<file path="config.mk">
export PLATFORM = sky130hd
export DESIGN_NAME = ahb_result_reader
export DESIGN_NICKNAME = d
export VERILOG_FILES = /design/src/rtl/ahb_result_reader.sv
export SDC_FILE = /design/constraint.sdc
export NUM_CORES = 1
export LEC_CHECK = 0
export ABC_AREA = 1
export CAP_MARGIN = 10
export CORE_AREA = 2 2 101 103
export CTS_BUF_LIST = sky130_fd_sc_hd__clkbuf_16
export DETAILED_ROUTE_END_ITERATION = 6
export DIE_AREA = 0 0 103 105
export PLACE_DENSITY = 0.81
export SLEW_MARGIN = 15
export SYNTH_ARGS = -nofsm -noshare
export SYNTH_HDL_FRONTEND = slang
export SYNTH_SLANG_ARGS = --single-unit
</file>
<file path="constraint.sdc">
create_clock -name hclk -period 2.1 [get_ports hclk]
set_input_delay 0.21 -clock hclk [delete_from_list [all_inputs] [get_ports hclk]]
set_output_delay 0.21 -clock hclk [all_outputs]
set_load 0.02 [all_outputs]
</file>
<file path="src/rtl/ahb_result_reader.sv">
// AHB-Lite slave that hands SNN result words to the CPU.
// It locks the result buffer, raises an interrupt, and serves DATA reads through an auto-incrementing pointer.
module ahb_result_reader #(
  parameter logic [31:0] BASE_ADDR = 32'h4002_1000,
  parameter int          ADDR_W    = 11
) (
  input  logic              hclk,
  input  logic              hrst_b,
  input  logic              hsel,
  input  logic [31:0]       haddr,
  input  logic [1:0]        htrans,
  input  logic              hwrite,
  input  logic [31:0]       hwdata,
  input  logic              hready_in,
  output logic              hready,
  output logic [31:0]       hrdata,
  output logic [1:0]        hresp,
  input  logic              res_done,
  input  logic [ADDR_W:0]   res_len,
  output logic              buf_rd_en,
  output logic [ADDR_W-1:0] buf_rd_addr,
  input  logic [31:0]       buf_rd_data,
  output logic              buf_lock,
  output logic              intr
);

  typedef enum logic [1:0] {IDLE, RD_WAIT, RD_OUT} state_t;

  localparam logic [1:0]        OFF_PTR    = 2'd0;
  localparam logic [1:0]        OFF_DATA   = 2'd1;
  localparam logic [1:0]        OFF_COUNT  = 2'd2;
  localparam logic [1:0]        OFF_STATUS = 2'd3;
  localparam logic [ADDR_W-1:0] PTR_ONE    = 1;

  state_t            state_q, state_d;
  logic              dp_valid_q, dp_write_q, dp_mapped_q;
  logic [1:0]        dp_off_q;
  logic [ADDR_W-1:0] ptr_q, ptr_d;
  logic [ADDR_W:0]   count_q, count_d;
  logic              valid_q, valid_d, udf_q, udf_d, ovr_q, ovr_d, ie_q, ie_d;
  logic              intr_q;
  logic [31:0]       rd_data_q;

  logic              accept, addr_mapped, wr_en, wr_ptr, wr_status;
  logic              data_rd, rd_ok, valid_eff;
  logic [1:0]        addr_off;
  logic [ADDR_W-1:0] ptr_eff;

  assign hready      = (state_q != RD_WAIT);
  assign hresp       = 2'b00;
  assign accept      = hsel & htrans[1] & hready_in & hready;
  assign addr_mapped = (haddr[31:4] == BASE_ADDR[31:4]);
  assign addr_off    = haddr[3:2];

  assign wr_en     = dp_valid_q & dp_write_q & dp_mapped_q & hready;
  assign wr_ptr    = wr_en & (dp_off_q == OFF_PTR);
  assign wr_status = wr_en & (dp_off_q == OFF_STATUS);

  // A write completing in this cycle must be visible to a DATA read whose address phase overlaps it.
  assign ptr_eff   = wr_ptr ? hwdata[ADDR_W-1:0] : ptr_q;
  assign valid_eff = valid_q & ~(wr_status & hwdata[0]);

  assign data_rd     = accept & ~hwrite & addr_mapped & (addr_off == OFF_DATA);
  assign rd_ok       = valid_eff & ({1'b0, ptr_eff} < count_q);
  assign buf_rd_en   = data_rd & rd_ok;
  assign buf_rd_addr = ptr_eff;
  assign buf_lock    = valid_q;
  assign intr        = intr_q;

  always_comb begin
    // NOTE: every always_comb output gets a default first so no path can infer a latch.
    state_d = state_q;
    case (state_q)
      RD_WAIT: state_d = RD_OUT;
      default: state_d = (data_rd && rd_ok) ? RD_WAIT : IDLE;
    endcase
  end

  always_comb begin
    ptr_d   = ptr_q;
    count_d = count_q;
    valid_d = valid_q;
    udf_d   = udf_q;
    ovr_d   = ovr_q;
    ie_d    = ie_q;
    if (wr_ptr) ptr_d = hwdata[ADDR_W-1:0];
    if (wr_status) begin
      valid_d = valid_q & ~hwdata[0];
      udf_d   = udf_q & ~hwdata[1];
      ovr_d   = ovr_q & ~hwdata[2];
      ie_d    = hwdata[3];
    end
    if (state_q == RD_WAIT) ptr_d = ptr_q + PTR_ONE;
    if (data_rd && !rd_ok) udf_d = 1'b1;
    // The STATUS clear is applied before res_done is judged, so a simultaneous clear lets a new result in.
    if (res_done) begin
      if (valid_d) begin
        ovr_d = 1'b1;
      end else begin
        count_d = res_len;
        ptr_d   = '0;
        valid_d = 1'b1;
      end
    end
  end

  always_comb begin
    hrdata = '0;
    if (dp_valid_q && !dp_write_q && dp_mapped_q) begin
      case (dp_off_q)
        OFF_PTR:   hrdata = 32'(ptr_q);
        OFF_DATA:  hrdata = (state_q == RD_OUT) ? rd_data_q : '0;
        OFF_COUNT: hrdata = 32'(count_q);
        default:   hrdata = {28'b0, ie_q, ovr_q, udf_q, valid_q};
      endcase
    end
  end

  always_ff @(posedge hclk or negedge hrst_b) begin
    if (!hrst_b) begin
      state_q     <= IDLE;
      dp_valid_q  <= 1'b0;
      dp_write_q  <= 1'b0;
      dp_mapped_q <= 1'b0;
      dp_off_q    <= '0;
      ptr_q       <= '0;
      count_q     <= '0;
      valid_q     <= 1'b0;
      udf_q       <= 1'b0;
      ovr_q       <= 1'b0;
      ie_q        <= 1'b0;
      intr_q      <= 1'b0;
      rd_data_q   <= '0;
    end else begin
      // NOTE: sequential state uses non-blocking assignments so every register sees pre-edge values.
      state_q <= state_d;
      ptr_q   <= ptr_d;
      count_q <= count_d;
      valid_q <= valid_d;
      udf_q   <= udf_d;
      ovr_q   <= ovr_d;
      ie_q    <= ie_d;
      intr_q  <= valid_d & ie_d;
      if (hready) begin
        dp_valid_q  <= accept;
        dp_write_q  <= hwrite;
        dp_mapped_q <= addr_mapped;
        dp_off_q    <= addr_off;
      end
      if (state_q == RD_WAIT) rd_data_q <= buf_rd_data;
    end
  end

endmodule
</file>
# Word-level counts from Yosys, hierarchy flattened
# Cells that the tools add are included.
classes:
  addsub: 1
  order_cmp: 1
  n_eq_ne: 8
  n_mux: 17
  n_bitwise: 25
  reduce_logical: 9
op_table:
  columns: ["op", "count"]
  rows:
  - ["32-bit one-hot mux with 3 select lines", 1]
  - ["32-bit two-way mux", 2]
  - ["11-bit two-way mux", 4]
  - ["28-bit by 27-bit == test with 1-bit output (second input constant)", 1]
  - ["1-bit bitwise AND", 19]
  - ["11-bit by 12-bit < comparator with 1-bit output", 1]
  - ["11-bit by 1-bit adder with 11-bit output (second input constant)", 1]
  - ["1-bit two-way mux", 9]
  - ["2-bit by 1-bit == test with 1-bit output (second input constant)", 3]
  - ["2-bit == test (second input constant)", 3]
  - ["1-bit NOT", 6]
  - ["1-bit logical AND", 4]
  - ["1-bit logical NOT", 2]
  - ["2-bit logical NOT", 1]
  - ["2-bit two-way mux", 1]
  - ["2-bit by 1-bit inequality test with 1-bit output (second input constant)", 1]
  - ["2-bit AND reduction", 1]
  - ["2-bit nonzero test", 1]
word_totals:
  ff_bits: 67

# Logic depth before layout (Yosys ltp)
# Gate-level depths: netlist of the first run.
depth:
  word_depth: 11
  ltp_mapped: 16
  depth_no_buf: 14

# Worst setup path before layout of the first run
# Ideal clock, no wire load.
synth_path:
  path_kind: "reg2out"
  from: "register dp_off_q[1]"
  to: "output buf_rd_en"
  t_arrival_ns: 2.623
  slack_ns: -0.733
  stages_incl_launch_ff: 13
  path_cell_list: "dfrtp_1 -> nor2_1 -> nand3_1 -> buf_2 -> o21ai_0 -> ha_1 -> a21oi_1 -> o21ai_0 -> nand3_1 -> nand2_1 -> a21oi_1 -> nand2_1 -> nor2_1"
synth_rtl:
  columns: ["element", "line_no", "source"]
  rows:
  - ["start, declared", "37", "logic [1:0] dp_off_q;"]
  - ["start signal, assigned", "148", "dp_off_q <= addr_off;"]
  - ["2-bit logical NOT", "56", "assign wr_ptr = wr_en & (dp_off_q == OFF_PTR);"]
  - ["1-bit bitwise AND", "56", null]
  - ["11-bit two-way mux", "60", "assign ptr_eff = wr_ptr ? hwdata[ADDR_W-1:0] : ptr_q;"]
  - ["named net buf_rd_addr[5]", "21", "output logic [ADDR_W-1:0] buf_rd_addr,"]
  - ["11-bit by 12-bit < comparator with 1-bit output", "64", "assign rd_ok = valid_eff & ({1'b0, ptr_eff} < count_q);"]
  - ["1-bit bitwise AND", "64", null]
  - ["1-bit bitwise AND", "65", "assign buf_rd_en = data_rd & rd_ok;"]
  - ["end, declared", "20", "output logic buf_rd_en,"]
# The timed path passes the listed nets, and every way through them passes these cells.

# Worst setup path after layout of the first run
layout_path:
  from: "register dp_write_q"
  to: "output buf_rd_en"
layout_via:
  elab_chain_len: 9
layout_rtl:
  columns: ["element", "line_no", "source"]
  rows:
  - ["start, declared", "36", "logic dp_valid_q, dp_write_q, dp_mapped_q;"]
  - ["start signal, assigned", "146", "dp_write_q <= hwrite;"]
  - ["1-bit bitwise AND * (3 in series)", "55", "assign wr_en = dp_valid_q & dp_write_q & dp_mapped_q & hready;"]
  - ["branches (longest 4 deep; another with 11-bit by 12-bit < comparator with 1-bit output)", null, null]
  - ["1-bit bitwise AND *", "64", null]
  - ["1-bit bitwise AND *", "65", null]
# Mark *: on every way between the ends.

==> results of run 1 <==
-- sequential cells by signal (all words and copies together), names as in the netlist --
| register | flops |
|---|---|
| dp_valid_q | 1 |
| dp_mapped_q | 1 |
| count_q | 12 |
| dp_write_q | 1 |
| rd_data_q | 32 |
| buf_lock | 1 |
| ptr_q | 11 |
| state_q | 2 |
| ie_q | 1 |
| intr | 1 |
| dp_off_q | 2 |
| udf_q | 1 |
| ovr_q | 1 |
-- cells in the mapped netlist --
master    count
xor2_1        3
or2_2         2
nand3_2       1
and2_1        1
nor4_1        7
nor2_4        1
inv_1        60
nand3_1      19
nand2_2       3
inv_2         2
a21oi_1      20
dfrtp_1      67
a21oi_2       3
nor2_1       42
clkbuf_1     15
buf_6         1
nand2_1     129
nor2_2        2
mux2_2        1
a31oi_1       9
conb_1        1
ha_1         11
nand4_1       5
a32oi_1       1
o21ai_1       3
buf_2         1
xnor2_1       1
buf_4         4
o21ai_0      60
nor3_1        6
-- metrics by stage --
step / setup WS (ns) / util [%] / total power, mW
after detailed placement: -0.719 / 59.4 / 2.00
after global routing: -0.613 / 62.3 / 3.72
after global placement: -0.697 / 59.4 / 1.99
after CTS: -0.520 / 63.0 / 3.58
final: -0.481 / 62.3 / 3.59
after floorplan: -0.190 / - / 1.59
-- report_power, final --
group | internal [mW] | switching (mW)
logic | 0.372 | 0.280
registers | 1.34 | 0.0342
clock network | 1.02 | 0.535
total | 2.74 | 0.849
-- logic make-up after synthesis --
kind of cell | count (synthesis)
buffers and inverters | 83
XOR/XNOR | 4
multiplexers | 1
AND/OR/NAND/NOR | 218
adder cells (fa/ha/maj) | 11
AO/OA/AOI/OAI | 96
other | 1
flip-flops | 67
-- worst min-delay path by stage --
stage                     to  slack, ns  cells past startpoint
2_1_floorplan       buf_lock      -0.09                      0
3_3_place_gp   rd_data_q[22]       0.26                      2
3_5_place_dp   rd_data_q[24]       0.26                      2
4_1_cts         rd_data_q[8]       0.42                      3
5_1_grt           count_q[0]       0.42                      3
6_report        rd_data_q[7]       0.42                      3
-- area by class of cell --
type                       instances  area (sq um)  area share (%)
clock buffer                       9           225            3.75
clock inverter                     6          81.3            1.35
inverter                          62           233            3.87
multi-input combinational        332          1780            29.6
sequential                        67          1680            27.9
tap                              133           166            2.77
timing repair buffer             216          1850            30.7
-- routing by layer --
metal	vias to the layer above	GRT usage [%]
met2	158	36.2
met3	18	3.55
met4	0	5.83
met5	-	0
met1	1799	26.4
li1	1955	-
-- critical path: stages (launching register included) --
cell and delay [ns]:
dfrtp_1 0.37, nand2_2 0.08, nor2_4 0.11, nand3_4 0.13, mux2_4 0.35, ha_4 0.28
nand2_1 0.07, buf_4 0.13, nor3_2 0.14, nand2_1 0.09, nand2_2 0.14, nor2_4 0.04
buf_6 0.12
-- what timing repair did --
item | CTS | global route
setup buffers | 0 | 3
endpoints found under the setup margin | 46 | 46
gates resized for setup | 108 | 86
pin swaps | 7 | 6
gates cloned | 0 | 0
endpoints found under the hold margin | 67 | 0
hold buffers | 1 | 0
==> flow_summary.ini, run 1 <==
[status]
status = finished with violations
violations = setup timing

[placed_design]
hpwlAfterDp_microns = 8420
dp_cells = 806
placedInstanceArea_sq_um = 5720
io_buffers = 138
gp_congestion = 0.871

[synth]
yosysWarnings = 0
synth_area_sq_um = 3620
yosysSeqAreaShare_pct = 46.3
synthSimpleGateAreaFrac_pct = 25.2
netlist_top_cells_area = dfrtp_1 46%, nand2_1 13%, o21ai_0 8.3%
synth_compound_area_share_pct = 14.0
synth_seq_cells = 67
synth.largest_area_cell = dfrtp_1
synth_top_family_by_area = simple AND/OR/NAND/NOR gates
yosys.area.top_type_share_pct = 46.3
synthXorXnorAreaFrac_pct = 0.968
avgSynthCellArea_sq_um = 7.53
netlist_instances = 481
synth_fa_ha_area_share_pct = 3.80
ys_types = 30
synthMuxAreaShare_pct = 0.311

[critical_path]
crit_path_start_kind = flop
rr_endpoint = udf_q
required_ns = 1.89
critPathLaunch = dp_write_q
crit_end = buf_rd_en
worstPathArrival_ns = 2.37
timing.rr.start = dp_write_q
rr_worst_depth = 15
rrSetupSlack_ns = -0.20
end_kind = primary output
crit_fanout = 4
path_class = flop to primary output

[die]
start_util_pct = 37.6
io_pins = 165
die-height_microns = 105
die_area_sq_um = 10800
fp-row-count = 36
fp.dieW_microns = 103
core_sq_um = 9640

[clock_network]
clock_sinks = 67
clk_pin_slew_ns = 0.05
cts_root_buf = clkbuf_16
worst_skew_pair.late_latency_ns = 0.32
cts_tree = yes
cts_buffers = 9
cts.path.max_buffers = 2
htree_levels = 3

[power_and_ir_drop]
p_leak_nw = 2.89
powerDensity_nw_per_um2 = 597
peakVddDrop_mv = 0.380

[final_layout]
layout-drive-gt1-share_pct = 25.0
final_area_sq_um = 6010
fill_cells = 852
syn_to_final_growth_pct = 65.9
final_common_cell = nand2_1
antenna_cells = 0
final_cell_mix = 126 x nand2_1, 93 x clkdlybuf4s50_1, 78 x buf_4
finalNetCount = 815
final_cells = 825

[detailed_routing]
drc = 0
wirelength_met1_microns = 4880
num_vias = 3930
firstDrtPassIters = 5
vias_per_cell = 4.76
drt-initial-drc-count = 173
dr.max_layer_used = met4
wl_microns = 11400
avgRoutedWirePerCell_microns = 13.9
dr_wl_met3_microns = 731
met2_wirelength_microns = 5680
ant_nets = 0

[grt]
gr-total-overflow = 0
track_usage_pct = 20.9
grt_max_degree = 68
grt_pass1_vias = 3900
grt_antenna_before_repair = 0
grt_pass1_wl_microns = 17900

[sta]
clock_skew_ns = 0.00540
grt_setup_unrepaired = yes
finalMaxSlewViolations = 0
fin_crit_ns = 2.58
finalHoldViolCount = 0
fmax_ghz = 0.388
setup_viol = 3
setup_ws_ns = -0.481
setup_tns_ns = -0.840
period_share_pct = 123
whs_ns = 0.421

[job]
drv_cap = 0

[worst_hold_path]
min_from = buf_rd_data[7]
hold_path.class = primary input to flop
Note: power is estimated with default switching activity, not from simulation.
==> inputs of run 2 (changes only) <==
--- a/config.mk
+++ b/config.mk
@@ -11,6 +11,7 @@
 export CTS_BUF_LIST = sky130_fd_sc_hd__clkbuf_16
 export DETAILED_ROUTE_END_ITERATION = 6
 export DIE_AREA = 0 0 103 105
+export GPL_TIMING_DRIVEN = 1
 export PLACE_DENSITY = 0.81
 export SLEW_MARGIN = 15
 export SYNTH_ARGS = -nofsm -noshare
==> results of run 2 <==
Final layout, timing and power as in run 1 (identical DEF).
